<file path="src/rtl/saddc_pkg.sv">
`default_nettype none
// ============================================================================
//  Module      : saddc_pkg
//  Description : Shared types and default widths for the decision-tree
//                traversal sequencer: FSM state encoding, node record
//                layout and width constants.
//  Macros      : none (PERF_CNT_EN is consumed by the top and interface)
//  Revision    : 1.0 - initial release
// ============================================================================
package saddc_pkg;

    localparam int DEF_DATA_W    = 32;
    localparam int DEF_NODE_AW   = 8;
    localparam int DEF_FEAT_AW   = 5;
    localparam int DEF_MAX_DEPTH = 16;
    localparam int DEPTH_W       = 5;

    typedef enum logic [2:0] {
        ST_IDLE  = 3'd0,
        ST_FETCH = 3'd1,
        ST_NODE  = 3'd2,
        ST_CMP   = 3'd3,
        ST_DONE  = 3'd4
    } state_t;

    // One node-memory record at the default widths.
    typedef struct packed {
        logic                   is_leaf;
        logic [DEF_FEAT_AW-1:0] feature;
        logic [DEF_DATA_W-1:0]  threshold;
        logic [DEF_NODE_AW-1:0] left;
        logic [DEF_NODE_AW-1:0] right;
    } node_rec_t;

endpackage : saddc_pkg
`default_nettype wire

</file>
<file path="src/rtl/tree_traversal_sequencer_if.sv">
`default_nettype none
// ============================================================================
//  Module      : tree_traversal_sequencer_if
//  Description : Bundles the host start/result handshake, node-memory and
//                feature-memory read ports and the ControlUnit operand path.
//                master = sequencer side, slave = host/memories/ControlUnit.
//  Macros      : PERF_CNT_EN adds io_perf_nodes / io_perf_trees
//  Revision    : 1.0 - initial release
// ============================================================================
interface tree_traversal_sequencer_if
    import saddc_pkg::*;
#(
    parameter int DATA_W  = DEF_DATA_W,
    parameter int NODE_AW = DEF_NODE_AW,
    parameter int FEAT_AW = DEF_FEAT_AW
);
    // host start
    logic               io_start_valid;
    logic               io_start_ready;
    logic [NODE_AW-1:0] io_root_addr;
    // node memory
    logic               io_node_rd_en;
    logic [NODE_AW-1:0] io_node_rd_addr;
    logic               io_node_is_leaf;
    logic [FEAT_AW-1:0] io_node_feature;
    logic [DATA_W-1:0]  io_node_threshold;
    logic [NODE_AW-1:0] io_node_left;
    logic [NODE_AW-1:0] io_node_right;
    // feature memory
    logic               io_feat_rd_en;
    logic [FEAT_AW-1:0] io_feat_rd_addr;
    logic [DATA_W-1:0]  io_feat_rd_data;
    // ControlUnit
    logic [DATA_W-1:0]  io_cmp_fBlock;
    logic [DATA_W-1:0]  io_cmp_wBlock;
    logic               io_cmp_decision;
    // host result
    logic               io_result_valid;
    logic               io_result_ready;
    logic [DATA_W-1:0]  io_result_class;
    logic [DEPTH_W-1:0] io_result_depth;
    logic               io_result_err;
`ifdef PERF_CNT_EN
    logic [31:0]        io_perf_nodes;
    logic [31:0]        io_perf_trees;
`endif

    modport master (
        input  io_start_valid, io_root_addr,
        output io_start_ready,
        output io_node_rd_en, io_node_rd_addr,
        input  io_node_is_leaf, io_node_feature, io_node_threshold,
               io_node_left, io_node_right,
        output io_feat_rd_en, io_feat_rd_addr,
        input  io_feat_rd_data,
        output io_cmp_fBlock, io_cmp_wBlock,
        input  io_cmp_decision,
        output io_result_valid, io_result_class, io_result_depth, io_result_err,
        input  io_result_ready
`ifdef PERF_CNT_EN
       ,output io_perf_nodes, io_perf_trees
`endif
    );

    modport slave (
        output io_start_valid, io_root_addr,
        input  io_start_ready,
        input  io_node_rd_en, io_node_rd_addr,
        output io_node_is_leaf, io_node_feature, io_node_threshold,
               io_node_left, io_node_right,
        input  io_feat_rd_en, io_feat_rd_addr,
        output io_feat_rd_data,
        input  io_cmp_fBlock, io_cmp_wBlock,
        output io_cmp_decision,
        input  io_result_valid, io_result_class, io_result_depth, io_result_err,
        output io_result_ready
`ifdef PERF_CNT_EN
       ,input  io_perf_nodes, io_perf_trees
`endif
    );

endinterface : tree_traversal_sequencer_if
`default_nettype wire

</file>
<file path="src/rtl/saddc_perf_cnt.sv">
`default_nettype none
// ============================================================================
//  Module      : saddc_perf_cnt
//  Description : Free-running 32-bit event counters for node fetches and
//                completed traversals. Wrap at 2^32, cleared only by reset.
//  Ports       : clk, reset (async, active-high)
//                i_node_fetch  - one node-memory read this cycle
//                i_tree_done   - result handshake this cycle
//                o_perf_nodes  - total node fetches
//                o_perf_trees  - total completed results
//  Revision    : 1.0 - initial release
// ============================================================================
module saddc_perf_cnt (
    input  wire logic        clk,
    input  wire logic        reset,
    input  wire logic        i_node_fetch,
    input  wire logic        i_tree_done,
    output logic [31:0]      o_perf_nodes,
    output logic [31:0]      o_perf_trees
);
    logic [31:0] nodes_q, nodes_d;
    logic [31:0] trees_q, trees_d;

    always_comb begin
        nodes_d = nodes_q + 32'(i_node_fetch);
        trees_d = trees_q + 32'(i_tree_done);
    end

    always_ff @(posedge clk or posedge reset) begin
        if (reset) begin
            nodes_q <= '0;
            trees_q <= '0;
        end else begin
            nodes_q <= nodes_d;
            trees_q <= trees_d;
        end
    end

    assign o_perf_nodes = nodes_q;
    assign o_perf_trees = trees_q;

endmodule : saddc_perf_cnt
`default_nettype wire

</file>
<file path="src/rtl/tree_traversal_sequencer.sv">
`default_nettype none
// ============================================================================
//  Module      : tree_traversal_sequencer
//  Description : Walks one decision tree per start request. Fetches node
//                records, presents feature/threshold operands to the
//                ControlUnit, follows left/right children until a leaf and
//                holds the class label until the host consumes it. Walks
//                deeper than MAX_DEPTH internal nodes end with err=1.
//  Ports       : clk, reset (async, active-high)
//                bus  - tree_traversal_sequencer_if.master (start/result
//                       handshake, node/feature memory reads, comparator)
//  Macros      : PERF_CNT_EN - adds io_perf_nodes / io_perf_trees counters
//  Revision    : 1.0 - initial release
// ============================================================================
module tree_traversal_sequencer
    import saddc_pkg::*;
#(
    parameter int DATA_W    = DEF_DATA_W,
    parameter int NODE_AW   = DEF_NODE_AW,
    parameter int FEAT_AW   = DEF_FEAT_AW,
    parameter int MAX_DEPTH = DEF_MAX_DEPTH
) (
    input wire logic                    clk,
    input wire logic                    reset,
    tree_traversal_sequencer_if.master  bus
);
    localparam logic [DEPTH_W-1:0] c_max_depth = DEPTH_W'(MAX_DEPTH);

    state_t             state_q, state_d;
    logic [NODE_AW-1:0] addr_q, addr_d;         // doubles as io_node_rd_addr
    logic [DEPTH_W-1:0] depth_q, depth_d;
    logic [DATA_W-1:0]  thr_q, thr_d;
    logic [NODE_AW-1:0] left_q, left_d;
    logic [NODE_AW-1:0] right_q, right_d;
    logic [FEAT_AW-1:0] feat_addr_q, feat_addr_d;
    logic [DATA_W-1:0]  class_q, class_d;
    logic               err_q, err_d;

    logic               w_start_ready;
    logic               w_node_rd_en;
    logic               w_feat_rd_en;
    logic               w_result_valid;
    logic [DATA_W-1:0]  w_fblock;
    logic [DATA_W-1:0]  w_wblock;

    always_comb begin
        state_d        = state_q;
        addr_d         = addr_q;
        depth_d        = depth_q;
        thr_d          = thr_q;
        left_d         = left_q;
        right_d        = right_q;
        feat_addr_d    = feat_addr_q;
        class_d        = class_q;
        err_d          = err_q;
        w_start_ready  = 1'b0;
        w_node_rd_en   = 1'b0;
        w_feat_rd_en   = 1'b0;
        w_result_valid = 1'b0;
        w_fblock       = '0;
        w_wblock       = '0;

        unique case (state_q)
            ST_IDLE: begin
                w_start_ready = 1'b1;
                if (bus.io_start_valid) begin
                    addr_d  = bus.io_root_addr;
                    depth_d = '0;
                    class_d = '0;
                    err_d   = 1'b0;
                    state_d = ST_FETCH;
                end
            end
            ST_FETCH: begin
                w_node_rd_en = 1'b1;
                state_d      = ST_NODE;
            end
            ST_NODE: begin
                if (bus.io_node_is_leaf) begin
                    class_d = bus.io_node_threshold;
                    err_d   = 1'b0;
                    state_d = ST_DONE;
                end else if (depth_q == c_max_depth) begin
                    class_d = '0;
                    err_d   = 1'b1;
                    state_d = ST_DONE;
                end else begin
                    thr_d        = bus.io_node_threshold;
                    left_d       = bus.io_node_left;
                    right_d      = bus.io_node_right;
                    w_feat_rd_en = 1'b1;
                    feat_addr_d  = bus.io_node_feature;
                    state_d      = ST_CMP;
                end
            end
            ST_CMP: begin
                // Feature word arrives this cycle; decision is combinational.
                w_fblock = bus.io_feat_rd_data;
                w_wblock = thr_q;
                addr_d   = bus.io_cmp_decision ? right_q : left_q;
                depth_d  = (depth_q == c_max_depth) ? depth_q : depth_q + 1'b1;
                state_d  = ST_FETCH;
            end
            ST_DONE: begin
                w_result_valid = 1'b1;
                if (bus.io_result_ready) begin
                    state_d = ST_IDLE;
                end
            end
            default: begin
                state_d = ST_IDLE;
            end
        endcase
    end

    always_ff @(posedge clk or posedge reset) begin
        if (reset) begin
            state_q     <= ST_IDLE;
            addr_q      <= '0;
            depth_q     <= '0;
            thr_q       <= '0;
            left_q      <= '0;
            right_q     <= '0;
            feat_addr_q <= '0;
            class_q     <= '0;
            err_q       <= 1'b0;
        end else begin
            state_q     <= state_d;
            addr_q      <= addr_d;
            depth_q     <= depth_d;
            thr_q       <= thr_d;
            left_q      <= left_d;
            right_q     <= right_d;
            feat_addr_q <= feat_addr_d;
            class_q     <= class_d;
            err_q       <= err_d;
        end
    end

    // start_ready is gated by reset so it reads 0 while reset is held.
    assign bus.io_start_ready  = w_start_ready & ~reset;
    assign bus.io_node_rd_en   = w_node_rd_en;
    assign bus.io_node_rd_addr = addr_q;
    assign bus.io_feat_rd_en   = w_feat_rd_en;
    // Presents the new index during the strobe, then holds it afterwards.
    assign bus.io_feat_rd_addr = feat_addr_d;
    assign bus.io_cmp_fBlock   = w_fblock;
    assign bus.io_cmp_wBlock   = w_wblock;
    assign bus.io_result_valid = w_result_valid;
    assign bus.io_result_class = class_q;
    assign bus.io_result_depth = depth_q;
    assign bus.io_result_err   = err_q;

`ifdef PERF_CNT_EN
    logic [31:0] w_perf_nodes;
    logic [31:0] w_perf_trees;

    saddc_perf_cnt u_perf_cnt (
        .clk          (clk),
        .reset        (reset),
        .i_node_fetch (w_node_rd_en),
        .i_tree_done  (w_result_valid & bus.io_result_ready),
        .o_perf_nodes (w_perf_nodes),
        .o_perf_trees (w_perf_trees)
    );

    assign bus.io_perf_nodes = w_perf_nodes;
    assign bus.io_perf_trees = w_perf_trees;
`endif

endmodule : tree_traversal_sequencer
`default_nettype wire

</file>
<file path="src/flat_wrapper.sv">
// flat-port wrapper written by rule: the top's interface ports become plain ports
module tree_traversal_sequencer_flat import saddc_pkg::*;
#(
    parameter int DATA_W    = DEF_DATA_W,
    parameter int NODE_AW   = DEF_NODE_AW,
    parameter int FEAT_AW   = DEF_FEAT_AW,
    parameter int MAX_DEPTH = DEF_MAX_DEPTH
)
  (clk, reset, bus_io_start_valid, bus_io_root_addr, bus_io_start_ready, bus_io_node_rd_en, bus_io_node_rd_addr, bus_io_node_is_leaf, bus_io_node_feature, bus_io_node_threshold, bus_io_node_left, bus_io_node_right, bus_io_feat_rd_en, bus_io_feat_rd_addr, bus_io_feat_rd_data, bus_io_cmp_fBlock, bus_io_cmp_wBlock, bus_io_cmp_decision, bus_io_result_valid, bus_io_result_class, bus_io_result_depth, bus_io_result_err, bus_io_result_ready);
  tree_traversal_sequencer_if #(.DATA_W(DATA_W), .NODE_AW(NODE_AW), .FEAT_AW(FEAT_AW)) bus_i ();
  input wire logic clk;
  input wire logic reset;
  input wire logic [$bits(bus_i.io_start_valid)-1:0] bus_io_start_valid;
  input wire logic [$bits(bus_i.io_root_addr)-1:0] bus_io_root_addr;
  output wire logic [$bits(bus_i.io_start_ready)-1:0] bus_io_start_ready;
  output wire logic [$bits(bus_i.io_node_rd_en)-1:0] bus_io_node_rd_en;
  output wire logic [$bits(bus_i.io_node_rd_addr)-1:0] bus_io_node_rd_addr;
  input wire logic [$bits(bus_i.io_node_is_leaf)-1:0] bus_io_node_is_leaf;
  input wire logic [$bits(bus_i.io_node_feature)-1:0] bus_io_node_feature;
  input wire logic [$bits(bus_i.io_node_threshold)-1:0] bus_io_node_threshold;
  input wire logic [$bits(bus_i.io_node_left)-1:0] bus_io_node_left;
  input wire logic [$bits(bus_i.io_node_right)-1:0] bus_io_node_right;
  output wire logic [$bits(bus_i.io_feat_rd_en)-1:0] bus_io_feat_rd_en;
  output wire logic [$bits(bus_i.io_feat_rd_addr)-1:0] bus_io_feat_rd_addr;
  input wire logic [$bits(bus_i.io_feat_rd_data)-1:0] bus_io_feat_rd_data;
  output wire logic [$bits(bus_i.io_cmp_fBlock)-1:0] bus_io_cmp_fBlock;
  output wire logic [$bits(bus_i.io_cmp_wBlock)-1:0] bus_io_cmp_wBlock;
  input wire logic [$bits(bus_i.io_cmp_decision)-1:0] bus_io_cmp_decision;
  output wire logic [$bits(bus_i.io_result_valid)-1:0] bus_io_result_valid;
  output wire logic [$bits(bus_i.io_result_class)-1:0] bus_io_result_class;
  output wire logic [$bits(bus_i.io_result_depth)-1:0] bus_io_result_depth;
  output wire logic [$bits(bus_i.io_result_err)-1:0] bus_io_result_err;
  input wire logic [$bits(bus_i.io_result_ready)-1:0] bus_io_result_ready;
  assign bus_i.io_start_valid = bus_io_start_valid;
  assign bus_i.io_root_addr = bus_io_root_addr;
  assign bus_io_start_ready = bus_i.io_start_ready;
  assign bus_io_node_rd_en = bus_i.io_node_rd_en;
  assign bus_io_node_rd_addr = bus_i.io_node_rd_addr;
  assign bus_i.io_node_is_leaf = bus_io_node_is_leaf;
  assign bus_i.io_node_feature = bus_io_node_feature;
  assign bus_i.io_node_threshold = bus_io_node_threshold;
  assign bus_i.io_node_left = bus_io_node_left;
  assign bus_i.io_node_right = bus_io_node_right;
  assign bus_io_feat_rd_en = bus_i.io_feat_rd_en;
  assign bus_io_feat_rd_addr = bus_i.io_feat_rd_addr;
  assign bus_i.io_feat_rd_data = bus_io_feat_rd_data;
  assign bus_io_cmp_fBlock = bus_i.io_cmp_fBlock;
  assign bus_io_cmp_wBlock = bus_i.io_cmp_wBlock;
  assign bus_i.io_cmp_decision = bus_io_cmp_decision;
  assign bus_io_result_valid = bus_i.io_result_valid;
  assign bus_io_result_class = bus_i.io_result_class;
  assign bus_io_result_depth = bus_i.io_result_depth;
  assign bus_io_result_err = bus_i.io_result_err;
  assign bus_i.io_result_ready = bus_io_result_ready;
  tree_traversal_sequencer #(.DATA_W(DATA_W), .NODE_AW(NODE_AW), .FEAT_AW(FEAT_AW), .MAX_DEPTH(MAX_DEPTH)) u_core (.clk(clk), .reset(reset), .bus(bus_i));
endmodule
</file>
<file path="config.mk">
export PLATFORM = sky130hd
export DESIGN_NAME = tree_traversal_sequencer_flat
export DESIGN_NICKNAME = d
export VERILOG_FILES = /design/src/rtl/saddc_pkg.sv /design/src/rtl/tree_traversal_sequencer_if.sv /design/src/rtl/saddc_perf_cnt.sv /design/src/rtl/tree_traversal_sequencer.sv /design/src/flat_wrapper.sv
export SDC_FILE = /design/constraint.sdc
export NUM_CORES = 1
export LEC_CHECK = 0
export CAP_MARGIN = 0
export CORE_AREA = 3 3 120 99
export DETAILED_ROUTE_END_ITERATION = 8
export DIE_AREA = 0 0 123 102
export HOLD_SLACK_MARGIN = 0.03
export PLACE_DENSITY_LB_ADDON = 0.2
export RECOVER_POWER = 50
export SLEW_MARGIN = 0
export SYNTH_ARGS = -nofsm -noshare
export SYNTH_HDL_FRONTEND = slang
export SYNTH_SLANG_ARGS = --single-unit
</file>
<file path="constraint.sdc">
create_clock -name clk -period 10 [get_ports clk]
set_input_delay 2 -clock clk [delete_from_list [all_inputs] [get_ports clk]]
set_output_delay 2 -clock clk [all_outputs]
set_load 0.01 [all_outputs]
</file>
; ---- Yosys cells after proc, flatten, opt, wreduce, memory -nomap -nowiden
; Index checks and enable logic that the tools add are counted.
[op_classes]
muxes = 30
n_reduce_logical = 8
bitwise_logic = 4
n_eq_ne = 9
addsub = 1
[ops]
columns = op, n
row1 = $mux 32, 5
row2 = $pmux 32 s2, 1
row3 = $mux 5, 5
row4 = $mux 8, 2
row5 = $pmux 8 s2, 1
row6 = $pmux 3 s5, 1
row7 = $mux 3, 4
row8 = $pmux 5 s2, 1
row9 = $mux 1, 9
row10 = $reduce_and 3->1, 3
row11 = $eq 3x2->1 const B, 2
row12 = $ne 2x2->1 const B, 3
row13 = $add 5x1->5 const B, 1
row14 = $eq 5x5->1 const B, 1
row15 = $reduce_and 2->1, 2
row16 = $reduce_bool 2->1, 2
row17 = $eq 3x1->1 const B, 1
row18 = $eq 3x3->1 const B, 1
row19 = $logic_not 3->1, 1
row20 = $ne 3x2->1 const B, 1
row21 = $not 1->1, 3
row22 = $pmux 1 s2, 1
row23 = $and 1x1->1, 1
[totals]
input_bits = 99
out_inout_bits = 119
word_cells = 61
register_bits = 102

; ---- Longest topological paths before layout
[logic_depth]
ltp_word = 4
mapped_depth = 7
ltp_nobuf = 5

; ---- Worst setup path before layout
; OpenSTA, ideal clock, no wires.
[synth_timing]
path_type = input port to output port
startpoint = in bus_io_node_is_leaf
endpoint = out bus_io_feat_rd_addr[0]
t_required_ps = 8000
arrival_ps = 2937
cell_stages = 4
n_path_buf = 2
setup_slack_ps = 5063
path_cell_list = nor4b_4 buf_6 buf_12 mux2_4
[synth_between]
elab_chain_cells = 2
[synth_lines]
columns = item, line
row1 = start: declaration, flat_wrapper.sv:18  ; input wire logic [$bits(bus_i.io_node_is_leaf)-1:0] bus_io_node_is_leaf;
row2 = $mux 5, tree_traversal_sequencer.sv:79  ; if (bus.io_node_is_leaf) begin
row3 = $mux 5, tree_traversal_sequencer.sv:63  ; unique case (state_q)
row4 = end: declaration, flat_wrapper.sv:24  ; output wire logic [$bits(bus_i.io_feat_rd_addr)-1:0] bus_io_feat_rd_addr;
; Every way passes these cells.

; ---- Final worst setup path
[layout_timing]
startpoint = in bus_io_node_is_leaf
endpoint = out bus_io_feat_rd_addr[1]
; The elaborated chain is that of the path after synthesis.

==> results_dict.tcl <==
set metrics [dict create \
    status "complete, but fails checks" \
    violations "capacitance limit, slew limit" \
    wl_um 13200 \
    layout_worst_path_cycle_share 0.663 \
    drv_cap 3 \
    track_usage 0.207 \
    grt_max_degree 60 \
    cts_tree "built" \
    numPortBuffers 217 \
    ir_drop_v 0.000134 \
    critical_path.startpoint_type "input pin" \
    synth_cells 368 \
    finalSetupViolations 0 \
    final_common_cell "clkdlybuf4s50_1" \
    ios 218 \
    ys_warn_count 0 \
    antenna_cells 0 \
    wire_per_inst_um 18.3 \
    min_period_ps 6630 \
    p_sw_uw 613 \
    synth_cell_type_count 42 \
    p_int_uw 1290 \
    die_h_um 102 \
    area_growth_pct 50.4 \
    cts_setup_buffers 0 \
    power.leakage_uw 0.00325 \
    synth_edf_count 0 \
    rsz0062_at_grt "false" \
    comb_power_share 0.446 \
    max_slew.worst_pin.slew_ps 3040 \
    final_nets 674 \
    netlist_area_sq_um 4840 \
    synth-seq-cells 102 \
    overflow 0 \
    skew_ps 7.08 \
    critPathCaptureType "output port" \
    pwr-share-clk 0.177 \
    yosys_most_used_dff "dfrtp_1" \
    fin_area_sq_um 7280 \
    syn_nets 469 \
    switching_share 0.322 \
    rows 34 \
    cts-resized-gates 0 \
    fin_tns_setup_ps 0 \
    h-tree-depth 3 \
    dpl_cell_area_sq_um 7030 \
    core-area_sq_um 10800 \
    grt_pass1_vias 3840 \
    cts_max_path_buffers 2 \
    holdBufCountCts 0 \
    clk_pin_slew_ps 70 \
    max_slew_margin -1.03 \
    ys_seq_area_frac 0.527 \
    final_antenna_net_count 0 \
    cp.arrival_ps 4630 \
    p_seq_frac 0.377 \
    drive_gt1_frac 0.138 \
    place_congestion 0.861 \
    clock_latency_ps 340 \
    power.density_nw_per_um2 261 \
    required_ps 8000 \
    dieWidth_um 123 \
    grt_pass1_wl_um 20300 \
    antenna_found_initial 0 \
    via_count 3660 \
    dieArea_sq_um 12500 \
    cts_root_buf "clkbuf_16" \
    hold_path.class "reg -> reg" \
    first_pass_iters 5 \
    drt_iter0_markers 195 \
    final_max_slew_viol_count 138 \
    syn_area_per_cell_sq_um 13.2 \
    cts_buffers 9 \
    start_util 0.450 \
    criticalPathCategory "in -> out" \
    finalHoldViolCount 0 \
    async_flop_share 1.00 \
    hpwlAfterDp_um 9450 \
    path_max_fanout 55 \
    drcViolationCount 0 \
    max_freq_mhz 151 \
    final_cell_mix "clkdlybuf4s50_1, dfrtp_1, and2_1, dlygate4sd3_1, mux2_4" \
    clkSinkCount 102 \
    routed_via_density 5.07 \
]
-- synth_stat cells, drive strengths merged (2+ instances only) --
library cell / n / area share
mux2i: 2 / 0.0041
nand3: 10 / 0.010
clkbuf: 10 / 0.0078
nor2b: 9 / 0.012
and2: 64 / 0.083
ha: 2 / 0.0052
o211ai: 2 / 0.0031
o21ai: 2 / 0.0021
dfrtp: 102 / 0.53
mux2: 53 / 0.16
or2: 2 / 0.0026
o31ai: 8 / 0.012
buf: 18 / 0.036
nor3b: 2 / 0.0031
a22o: 32 / 0.058
nand2: 4 / 0.0031
a211oi: 8 / 0.012
or4: 2 / 0.0031
nor4b: 2 / 0.0098
a21o: 2 / 0.0031
a21oi: 3 / 0.0031
inv: 4 / 0.0031
nor2: 11 / 0.0090
-- per-layer routing --
| metal | vias to the layer above | global-route usage | share of wire | routed length, um |
|---|---|---|---|---|
| li1 | 1710 | - | - | - |
| met1 | 1780 | 0.266 | 0.41 | 5470 |
| met2 | 160 | 0.332 | 0.47 | 6180 |
| met3 | 10 | 0.0897 | 0.11 | 1410 |
| met4 | 0 | 0.0409 | 0.0088 | 116 |
| met5 | - | 0 | 0 | 0 |
-- power groups by stage --
stage                     sequential, uW  combinational, uW  clock, uW
after floorplan                      726                495          0
after global routing                 742                911        362
after CTS                            725                900        345
after detailed placement             725                896          0
final                                719                849        337
after global placement               717                876          0
-- sequential cells by signal, summed over array words and instances (netlist names) --
| register | flops |
|---|---|
| u_core.feat_addr_q | 5 |
| u_core.bus.io_result_class | 32 |
| u_core.left_q | 8 |
| u_core.bus.io_node_rd_addr | 8 |
| u_core.bus.io_result_err | 1 |
| u_core.state_q | 3 |
| u_core.thr_q | 32 |
| u_core.right_q | 8 |
| u_core.bus.io_result_depth | 5 |
-- logic make-up after synthesis --
logic type,count (synthesis),share of synthesized area
buffers and inverters,32,0.0468
and+or+nand+nor,115,0.151
DFF,102,0.527
adders and majority gates,2,0.00517
AOI/OAI and AO/OA,62,0.105
muxes,55,0.165
-- worst max-delay path, stage by stage --
cell             delay (ps)
dlygate4sd3_1           640
nor4b_4                 300
buf_4                   790
mux2_4                  370
clkdlybuf4s50_1         480
-- cell type report --
type / instances / area [sq um]
Timing Repair Buffer: 222 / 2200
Sequential cell: 102 / 2550
Multi-Input combinational cell: 234 / 2040
Clock inverter: 6 / 51.3
Inverter: 4 / 16.3
Tap cell: 144 / 180
Clock buffer: 10 / 239
Fill cell: 788 / 3480
-- final timing paths --
kind,from,slack (ps),endpoint,cells after the start
worst max register to register,u_core.bus.io_result_depth[0],7070,u_core.bus.io_result_class[6],6
worst min-delay path,u_core.feat_addr_q[0],490,u_core.feat_addr_q[0],1
max in group asynchronous,reset,3820,u_core.thr_q[19],3
min in group asynchronous,reset,2640,u_core.thr_q[0],2
worst min register to register,u_core.feat_addr_q[0],490,u_core.feat_addr_q[0],1
worst max-delay path,bus_io_node_is_leaf,3370,bus_io_feat_rd_addr[1],5
-- metrics by stage --
| step | utilization | power [uW] | hold WS (ps) | cells | setup WS, ps |
|---|---|---|---|---|---|
| 6_report | 0.677 | 1900 | 494 | 722 | 3370 |
| 5_1_grt | 0.677 | 2020 | 512 | 722 | 2800 |
| 4_1_cts | 0.681 | 1970 | 494 | 722 | 3430 |
| 3_5_place_dp | 0.654 | 1620 | 478 | 706 | 3440 |
| 3_3_place_gp | 0.654 | 1590 | 483 | 706 | 3480 |
| 2_1_floorplan | - | 1220 | 473 | 368 | 5060 |
Note: power is estimated with default switching activity, not from simulation.
